[config.mk]
export PLATFORM = sky130hd
export DESIGN_NAME = fetch_unit
export DESIGN_NICKNAME = d
export VERILOG_FILES = /design/src/rtl/fetch_unit.sv
export SDC_FILE = /design/constraint.sdc
export NUM_CORES = 1
export LEC_CHECK = 0
export CAP_MARGIN = 10
export CORE_ASPECT_RATIO = 1.4
export CORE_UTILIZATION = 54
export DETAILED_ROUTE_END_ITERATION = 6
export PLACE_DENSITY = 0.89
export RECOVER_POWER = 100
export SYNTH_ARGS = -nofsm -noshare
export SYNTH_HDL_FRONTEND = slang
export SYNTH_SLANG_ARGS = --single-unit
[constraint.sdc]
create_clock -name clk -period 5.35 [get_ports clk]
set_input_delay 1.07 -clock clk [delete_from_list [all_inputs] [get_ports clk]]
set_output_delay 1.07 -clock clk [all_outputs]
set_load 0.02 [all_outputs]
[src/rtl/fetch_unit.sv]
`default_nettype none
// ============================================================================
// fetch_unit : PC owner and 16-bit instruction fetch ahead of decode
// Revision   : 1.0
// ============================================================================
module fetch_unit #(
  parameter logic [15:0] RESET_PC = 16'h0000,
  parameter logic [15:0] NOP_INST = 16'h0800,
  parameter int unsigned MAX_WAIT = 15
) (
  input  logic        clk,
  input  logic        rst,
  input  logic        stall,
  input  logic        redirect,
  input  logic [15:0] redirect_pc,
  output logic        imem_req,
  output logic [15:0] imem_addr,
  input  logic [15:0] imem_rdata,
  input  logic        imem_ready,
  output logic [15:0] instruction,
  output logic [15:0] pc_plus2,
  output logic        inst_valid,
  output logic        halted,
  output logic        err
);

  localparam logic [3:0] c_max_wait = 4'(MAX_WAIT);

  typedef enum logic [1:0] {
    S_FETCH  = 2'd0,
    S_WAIT   = 2'd1,
    S_SQUASH = 2'd2,
    S_HALT   = 2'd3
  } state_t;

  state_t      r_state;
  logic [15:0] r_pc;
  logic [15:0] r_squash_addr;
  logic [15:0] r_instruction;
  logic [15:0] r_pc_plus2;
  logic        r_inst_valid;
  logic        r_halted;
  logic        r_err;
  logic [3:0]  r_wait_cnt;

  logic        w_slot_free;
  logic        w_req;
  logic        w_capture;
  logic        w_accept;
  logic        w_halt_inst;
  logic [15:0] w_pc_next2;

  assign w_slot_free = ~r_inst_valid | ~stall;
  assign w_pc_next2  = r_pc + 16'd2;
  assign w_accept    = r_inst_valid & ~stall;
  assign w_halt_inst = w_accept & (r_instruction[15:11] == 5'b00000);
  assign w_capture   = ((r_state == S_FETCH) | (r_state == S_WAIT)) & w_slot_free & imem_ready;

  always_comb begin
    w_req = 1'b0;
    case (r_state)
      S_FETCH:         w_req = w_slot_free;
      S_WAIT, S_SQUASH: w_req = 1'b1;
      default:         w_req = 1'b0;
    endcase
  end

  // A squashed read keeps its original address on the bus until memory answers,
  // so the memory never sees the address change under an outstanding request.
  assign imem_req    = w_req & ~rst;
  assign imem_addr   = (r_state == S_SQUASH) ? r_squash_addr : r_pc;
  assign instruction = r_instruction;
  assign pc_plus2    = r_pc_plus2;
  assign inst_valid  = r_inst_valid;
  assign halted      = r_halted;
  assign err         = r_err;

  always_ff @(posedge clk or posedge rst) begin
    if (rst) begin
      r_state       <= S_FETCH;
      r_pc          <= RESET_PC;
      r_squash_addr <= RESET_PC;
      r_instruction <= NOP_INST;
      r_pc_plus2    <= RESET_PC + 16'd2;
      r_inst_valid  <= 1'b0;
      r_halted      <= 1'b0;
      r_err         <= 1'b0;
      r_wait_cnt    <= 4'd0;
    end else if (r_state == S_HALT) begin
      r_inst_valid  <= 1'b0;
      r_instruction <= NOP_INST;
    end else if (redirect) begin
      r_pc          <= redirect_pc;
      r_inst_valid  <= 1'b0;
      r_instruction <= NOP_INST;
      if (redirect_pc[0]) begin
        r_err    <= 1'b1;
        r_halted <= 1'b1;
        r_state  <= S_HALT;
      end else begin
        case (r_state)
          S_FETCH, S_WAIT: begin
            if (w_req & ~imem_ready) begin
              r_state       <= S_SQUASH;
              r_squash_addr <= r_pc;
              r_wait_cnt    <= 4'd1;
            end else begin
              r_state    <= S_FETCH;
              r_wait_cnt <= 4'd0;
            end
          end
          S_SQUASH: begin
            if (imem_ready) begin
              r_state    <= S_FETCH;
              r_wait_cnt <= 4'd0;
            end else if (r_wait_cnt == c_max_wait) begin
              r_err    <= 1'b1;
              r_halted <= 1'b1;
              r_state  <= S_HALT;
            end else begin
              r_wait_cnt <= r_wait_cnt + 4'd1;
            end
          end
          default: ;
        endcase
      end
    end else if (w_halt_inst) begin
      r_halted      <= 1'b1;
      r_state       <= S_HALT;
      r_inst_valid  <= 1'b0;
      r_instruction <= NOP_INST;
    end else begin
      if (w_capture) begin
        r_instruction <= imem_rdata;
        r_pc_plus2    <= w_pc_next2;
        r_pc          <= w_pc_next2;
        r_inst_valid  <= 1'b1;
      end else if (w_accept) begin
        r_inst_valid  <= 1'b0;
        r_instruction <= NOP_INST;
      end
      case (r_state)
        S_FETCH: begin
          if (w_slot_free & ~imem_ready) begin
            r_state    <= S_WAIT;
            r_wait_cnt <= 4'd1;
          end
        end
        S_WAIT, S_SQUASH: begin
          if (imem_ready) begin
            r_state    <= S_FETCH;
            r_wait_cnt <= 4'd0;
          end else if (r_wait_cnt == c_max_wait) begin
            r_err    <= 1'b1;
            r_halted <= 1'b1;
            r_state  <= S_HALT;
          end else begin
            r_wait_cnt <= r_wait_cnt + 4'd1;
          end
        end
        default: ;
      endcase
    end
  end

endmodule
`default_nettype wire
==> summary.md <==
| Metric | Value |
|---|---|
| CTS root buf | clkbuf_8 |
| Commonest non-fill, non-tap cells in the layout | dfrtp_1, dlygate4sd3_1, nand2_1, o21ai_0, clkdlybuf4s50_1 |
| Yosys warns | 0 |
| CTS H-tree lvls | 3 |
| CTS tree | done |
| Area of the mapped netlist | 3812 um^2 |
| Chip height | 101.4 um |
| Static Leak | 2.215 nW |
| Register Area | ~1800 um^2 |
| Overflow after GRT | 0 |
| GR Layer Usage met1 | 33.36% |
| Num CTS Buffers | 9 |
| Share of the synthesized area in the top cell type | 46.60% |
| Min Tclk post-route | 4.314 ns |
| Ys async rst share | 100.0% |
| RSZ-0062 raised after global routing | false |
| Vias in the first global route | between 3000 and 4000 |
| Commonest non-fill, non-tap cell in the layout | dfrtp_1 |
| Req. time, crit path | 5.61 ns |
| Power Total | 0.002702 W |
| Final worst-path cycle share | 80.64% |
| Starting Density | between 50% and 60% |
| Arrival @ worst endpoint | roughly 4.6 ns |
| Yosys cell types | between 50 and 60 |
| Cells after DPL | 529 |
| Die W | 73.02 um |
| Worst hold-check path type | flip-flop to flip-flop |
| Initial antenna violation count | 0 |
| Status | finished with violations |
| Port Buffers | 88 |
| IO Pins | 89 |
| GRT Util Overall | a little over a quarter |
| Post-synth EDFFs | 0 |
| Die ar. | 7405 um^2 |
| Worst-margin pin slew | 1.838 ns |
| Pwr dens | 550.2 nW/um^2 |
| Drt total wl | 9252 um |
| Finished Cell Area | 4911 um^2 |
| Final net count | 493 |
| Final setup TNS | 0 ns |
| Final Max Tran Viols | 93 |
| Worst Setup Start Kind | input pin |
| Crit Path Class | input pin to flip-flop |
| Multi-input logic area | roughly 1800 um^2 |
| Setup repair bufs after CTS | 0 |
| Clock buffer depth | 2 |
| HPWL Detailed | 6443 um |
| Count of final setup violators | 0 |
| Yosys reg bits | 73 |
| Core area | 6700 um^2 |
| Area growth, synth to finish | 28.82% |
| GRT busiest layer | met2 |
| Post-Synthesis Cells | 370 |
| Largest cells by area after synthesis | dfrtp_1, mux2_2, a22o_1, nand2_1, o21ai_0 |
| Vias per inst | 5.872 |
| First-pass GRT wire length | 15350 um |
| Grt met2 use | 47.15% |
| CTS Sinks | 73 |
| Synth area leader | dfrtp_1 |
| Worst Path Max Fanout | 18 |
| Vias | 3200 |
| Avg Cell Area, Syn | 10.30 um^2 |
| Inserted Diodes | 0 |
| Register area share after synthesis | 47.98% |
| DR pass1 iterations | 4 |
| DRC | 0 |
| Fmax | 231.8 MHz |
| Met3 track demand over resource | between 4 and 5% |
| Clk_skew | about 0.0084 ns |
| CTS Hold Buffers Added | 0 |
| CTS clock-pin slew for the worst setup and hold paths | around 0.07 ns |
| Final hold violations | 0 |
| Worst skew pair latency | roughly 0.35 ns |
| Failing checks | max-capacitance violations, max-slew violations |
| Largest net degree at the start of global routing | between 70 and 80 |
| RePlAce Congestion | around 0.86 |
| Max_slew headroom | -23.67% |
| Rows | 35 |
| Max VDD drop | 0.4196 mV |
| DR iter-0 viols | 284 |
| Predominant post-synthesis flop cell | dfrtp_1 |
| Syn nets | 415 |
| Placed Area | 4708 um^2 |
| CTS resizes | 0 |
| WL/cell | 16.98 um |
| Share of cells above drive strength 1 | around 11% |
| Finished Layout Cells | 545 |
| Critical Path Sink Type | flip-flop |
| Final Util | 73.30% |
| Fill cells | 473 |
| ANT nets after route | 0 |
| Number of max-cap violations | 2 |
[path summary, 6_finish.rpt]
kind	slack [ns]	cells past startpoint	end	start
max	1.04	6	r_pc[3]	stall
min	0.47	1	halted	halted
max reg2reg	1.92	5	r_pc[3]	inst_valid
min reg2reg	0.47	1	halted	halted
max in group asynchronous	2.49	3	pc_plus2[10]	rst
min in group asynchronous	1.77	3	r_wait_cnt[3]	rst
[cell usage after synthesis, types with 3 or more instances]
| library cell | n |
|---|---|
| xor2_1 | 7 |
| xnor2_1 | 6 |
| nand4_1 | 3 |
| mux2_1 | 7 |
| a22o_1 | 19 |
| a31oi_1 | 3 |
| clkbuf_1 | 13 |
| nor2_1 | 26 |
| o22ai_1 | 3 |
| and3_1 | 5 |
| a211oi_1 | 3 |
| dfrtp_1 | 71 |
| a21oi_1 | 15 |
| o21ai_0 | 28 |
| ha_1 | 8 |
| buf_2 | 5 |
| a22oi_1 | 4 |
| nand3_1 | 4 |
| nand2_1 | 39 |
| a21o_1 | 5 |
| nor3_1 | 3 |
| buf_6 | 3 |
| o21ai_1 | 7 |
| o31ai_1 | 4 |
| inv_1 | 9 |
| and2_1 | 3 |
| mux2_2 | 26 |
| o2bb2ai_1 | 4 |
[per-stage QoR]
stage	hold WS (ns)	setup slack, ns
final	0.4724	1.036
after global routing	0.4945	0.7563
after CTS	0.4818	1.553
after detailed placement	0.4620	1.569
after global placement	0.4464	1.616
after floorplan	0.4585	2.430
[layout make-up]
| type | count | area share, % |
|---|---|---|
| clock buffers | 11 | 2.879 |
| clock inverters | 5 | 1.605 |
| inverters | 10 | 0.7643 |
| multi-input cells | 263 | 36.82 |
| flip-flops and latches | 73 | 37.25 |
| well taps | 92 | 2.344 |
| repair buffers | 91 | 18.34 |
[cells by family (layout without fill, tap and decap cells)]
kind of cell	Yosys count	after routing	synth area share, %
adder cells (fa/ha/maj)	8	8	2.626
flip-flops	73	73	47.98
multiplexers	35	35	10.27
buffers and inverters	34	117	4.201
AND/OR/NAND/NOR	97	97	11.98
XOR/XNOR	13	13	2.987
AO/OA/AOI/OAI	110	110	19.95
[where the power goes]
group	internal (W)	switching (W)	leakage (nW)
Sequential	0.000756	0.000200	0.928
Clock	0.000275	0.000207	0.113
Combinational	0.000577	0.000688	1.17
Total	0.00161	0.00109	2.21
[layer usage]
layer / up-vias / routed length, um
met5: - / 0
met4: 0 / 191
met3: 22 / 377
met2: 110 / 4985
met1: 1574 / 3697
li1: 1494 / -
[critical path, stage by stage]
cell and delay, ns:
dlygate4sd3_1 0.61, or4b_1 0.56, or4_1 0.48, a21boi_0 1.42, o21ai_0 0.28, o21ai_0 0.14
[registers in the layout (all words and copies together) (netlist names)]
signal / cells
r_wait_cnt: 4
pc_plus2: 16
r_squash_addr: 16
r_state: 2
err: 1
halted: 1
instruction: 16
r_pc: 16
inst_valid: 1
(Power assumes the default switching activity.)
==> RTL change (same flow settings) <==
Encoding of `state_t`: now one-hot (4 bits for 4 states).
--- a/src/rtl/fetch_unit.sv
+++ b/src/rtl/fetch_unit.sv
@@ -27,9 +27,9 @@
   localparam logic [3:0] c_max_wait = 4'(MAX_WAIT);
 
-  typedef enum logic [1:0] {
-    S_FETCH  = 2'd0,
-    S_WAIT   = 2'd1,
-    S_SQUASH = 2'd2,
-    S_HALT   = 2'd3
+  typedef enum logic [3:0] {
+    S_FETCH  = 4'b0001,
+    S_WAIT   = 4'b0010,
+    S_SQUASH = 4'b0100,
+    S_HALT   = 4'b1000
   } state_t;
 
Behaviour: same outputs for any inputs over 4 cycles, from zero or initial values and one cycle with rst high; so few cycles prove little.
==> RTL change against the original RTL <==
Critical path depth fell by 1. Final area up 2.9%. Sequential cell count up 2. The run still ends with max-capacitance violations, max-slew violations left. Total power up 1.3%. Synthesized area up 4.4%. Register-to-register slack worse by 250 ps. Clock power is 2% higher. Routed wire length is 7.8% higher. Setup slack lost 190 ps.
==> RTL change: results (changes against the original RTL) <==
worst slew margin relative to its limit -0.2625 (-0.02585); worst-path cell with the longest stage delay sky130_fd_sc_hd__nor4b_1; post-synthesis cell type count 63 (+13%); detailed placer's ending HPWL 6965 µm (+8.1%); count of final max-slew check failures 95 (+2.2%); maximum number of pins on one net before global-route repair 49 (-34%); Global Route Usage Sum 0.2803 (+0.006654); per-cell routed wire length 17.17 µm (+1.2%); final worst setup slack 850.7 ps (-185.1 ps); source of the critical timing path r_state[1]$_DFFE_PP0P_; Post-Syn Nets 447 (+7.7%); Layout fillers 568 (+20%); run status complete, but fails checks; number of global-route vias before repair 3407 (+8.4%); last element of the critical path imem_addr[14]; worst endpoint data arrival time 3430 ps (-1140 ps); net total in the final layout 520 (+5.5%); Placed Instance Area 4875 µm² (+3.5%); Leak 2.197 nW (-0.78%); net switching power figure 1.134 mW (+3.6%); violation count after the first detailed-route iteration 382 (+35%); Post-Route Skew 6.770 ps (-1.621 ps); reg-to-reg endpoint pc_plus2[0]$_DFFE_PP0P_; max-cap check violation count 3 (+1); final hold slack 467.3 ps (-5.026 ps); largest incremental delay on the critical path 920 ps (-500 ps); number of iterations in the first detailed-routing pass 5 (+1); violations in the final reports max-capacitance violations, max-slew violations; maximum resistive drop on vdd 0.2597 mV (-38%); setup slack at placement 1473 ps (-96.23 ps); first-pass GRT wire length 16490 µm (+7.4%); launch instance of the worst register-to-register path r_state[0]$_DFFE_PP1P_; synth cell count leaders 72 x sky130_fd_sc_hd__dfrtp_1, 62 x sky130_fd_sc_hd__nand2_1, 30 x sky130_fd_sc_hd__nor2_1; cell family with the largest share of critical-path delay buffers and inverters; share of cells above drive strength 1 0.07613 (-0.03204); Synth area leaders sky130_fd_sc_hd__dfrtp_1 45%, sky130_fd_sc_hd__nand2_1 5.8%, sky130_fd_sc_hd__a22o_1 3.3%
RTL change: changes by cell type after synthesis, sizes merged, moves of 5 or more:
cell / before / now
a21oi: 15 / 22
o311a: 0 / 5
a211oi: 3 / 8
ha: 8 / 2
o21ai: 35 / 12
nand3: 4 / 9
nand2: 39 / 62
mux2: 33 / 18
nor3: 3 / 10
buf: 11 / 18
RTL change: through the flow:
step,util,cells,total power [mW]
floorplan,-,408,1.820
global placement,0.6937,565,2.261
detailed placement,0.6937,565,2.316
CTS,0.7258,581,2.817
global route,0.7192,581,2.905
finish,0.7192,581,2.738
RTL change: routing by layer:
| metal | GRT usage | up-vias | routed length, µm |
|---|---|---|---|
| met5 | 0 | - | 0 |
| met4 | 0.1456 | 0 | 411 |
| met3 | 0.04961 | 37 | 566 |
| met2 | 0.4414 | 159 | 5117 |
| met1 | 0.3613 | 1732 | 3882 |
| li1 | - | 1624 | - |
RTL change: power groups by stage:
stage	logic [mW]	registers, mW	clock network (mW)
final	1.21	1.03	0.491
after global routing	1.32	1.06	0.525
after CTS	1.28	1.04	0.499
after detailed placement	1.27	1.04	0
after global placement	1.24	1.02	0
after floorplan	0.800	1.02	0
RTL change: layout make-up:
cell class	instances	share of cell area
inverter	9	0.006685
sequential	75	0.3721
clock inverter	6	0.01733
tap	95	0.02352
timing repair buffer	93	0.1795
clock buffer	10	0.02723
multi-input combinational	293	0.3736
RTL change: cell families after synthesis:
group,after synthesis,share of synthesized area
simple gates,158,0.2019
compound gates,100,0.1855
flops,75,0.4726
buf+inv,40,0.04874
mux,18,0.05189
xor+xnor,15,0.03302
fa+ha+maj,2,0.006288
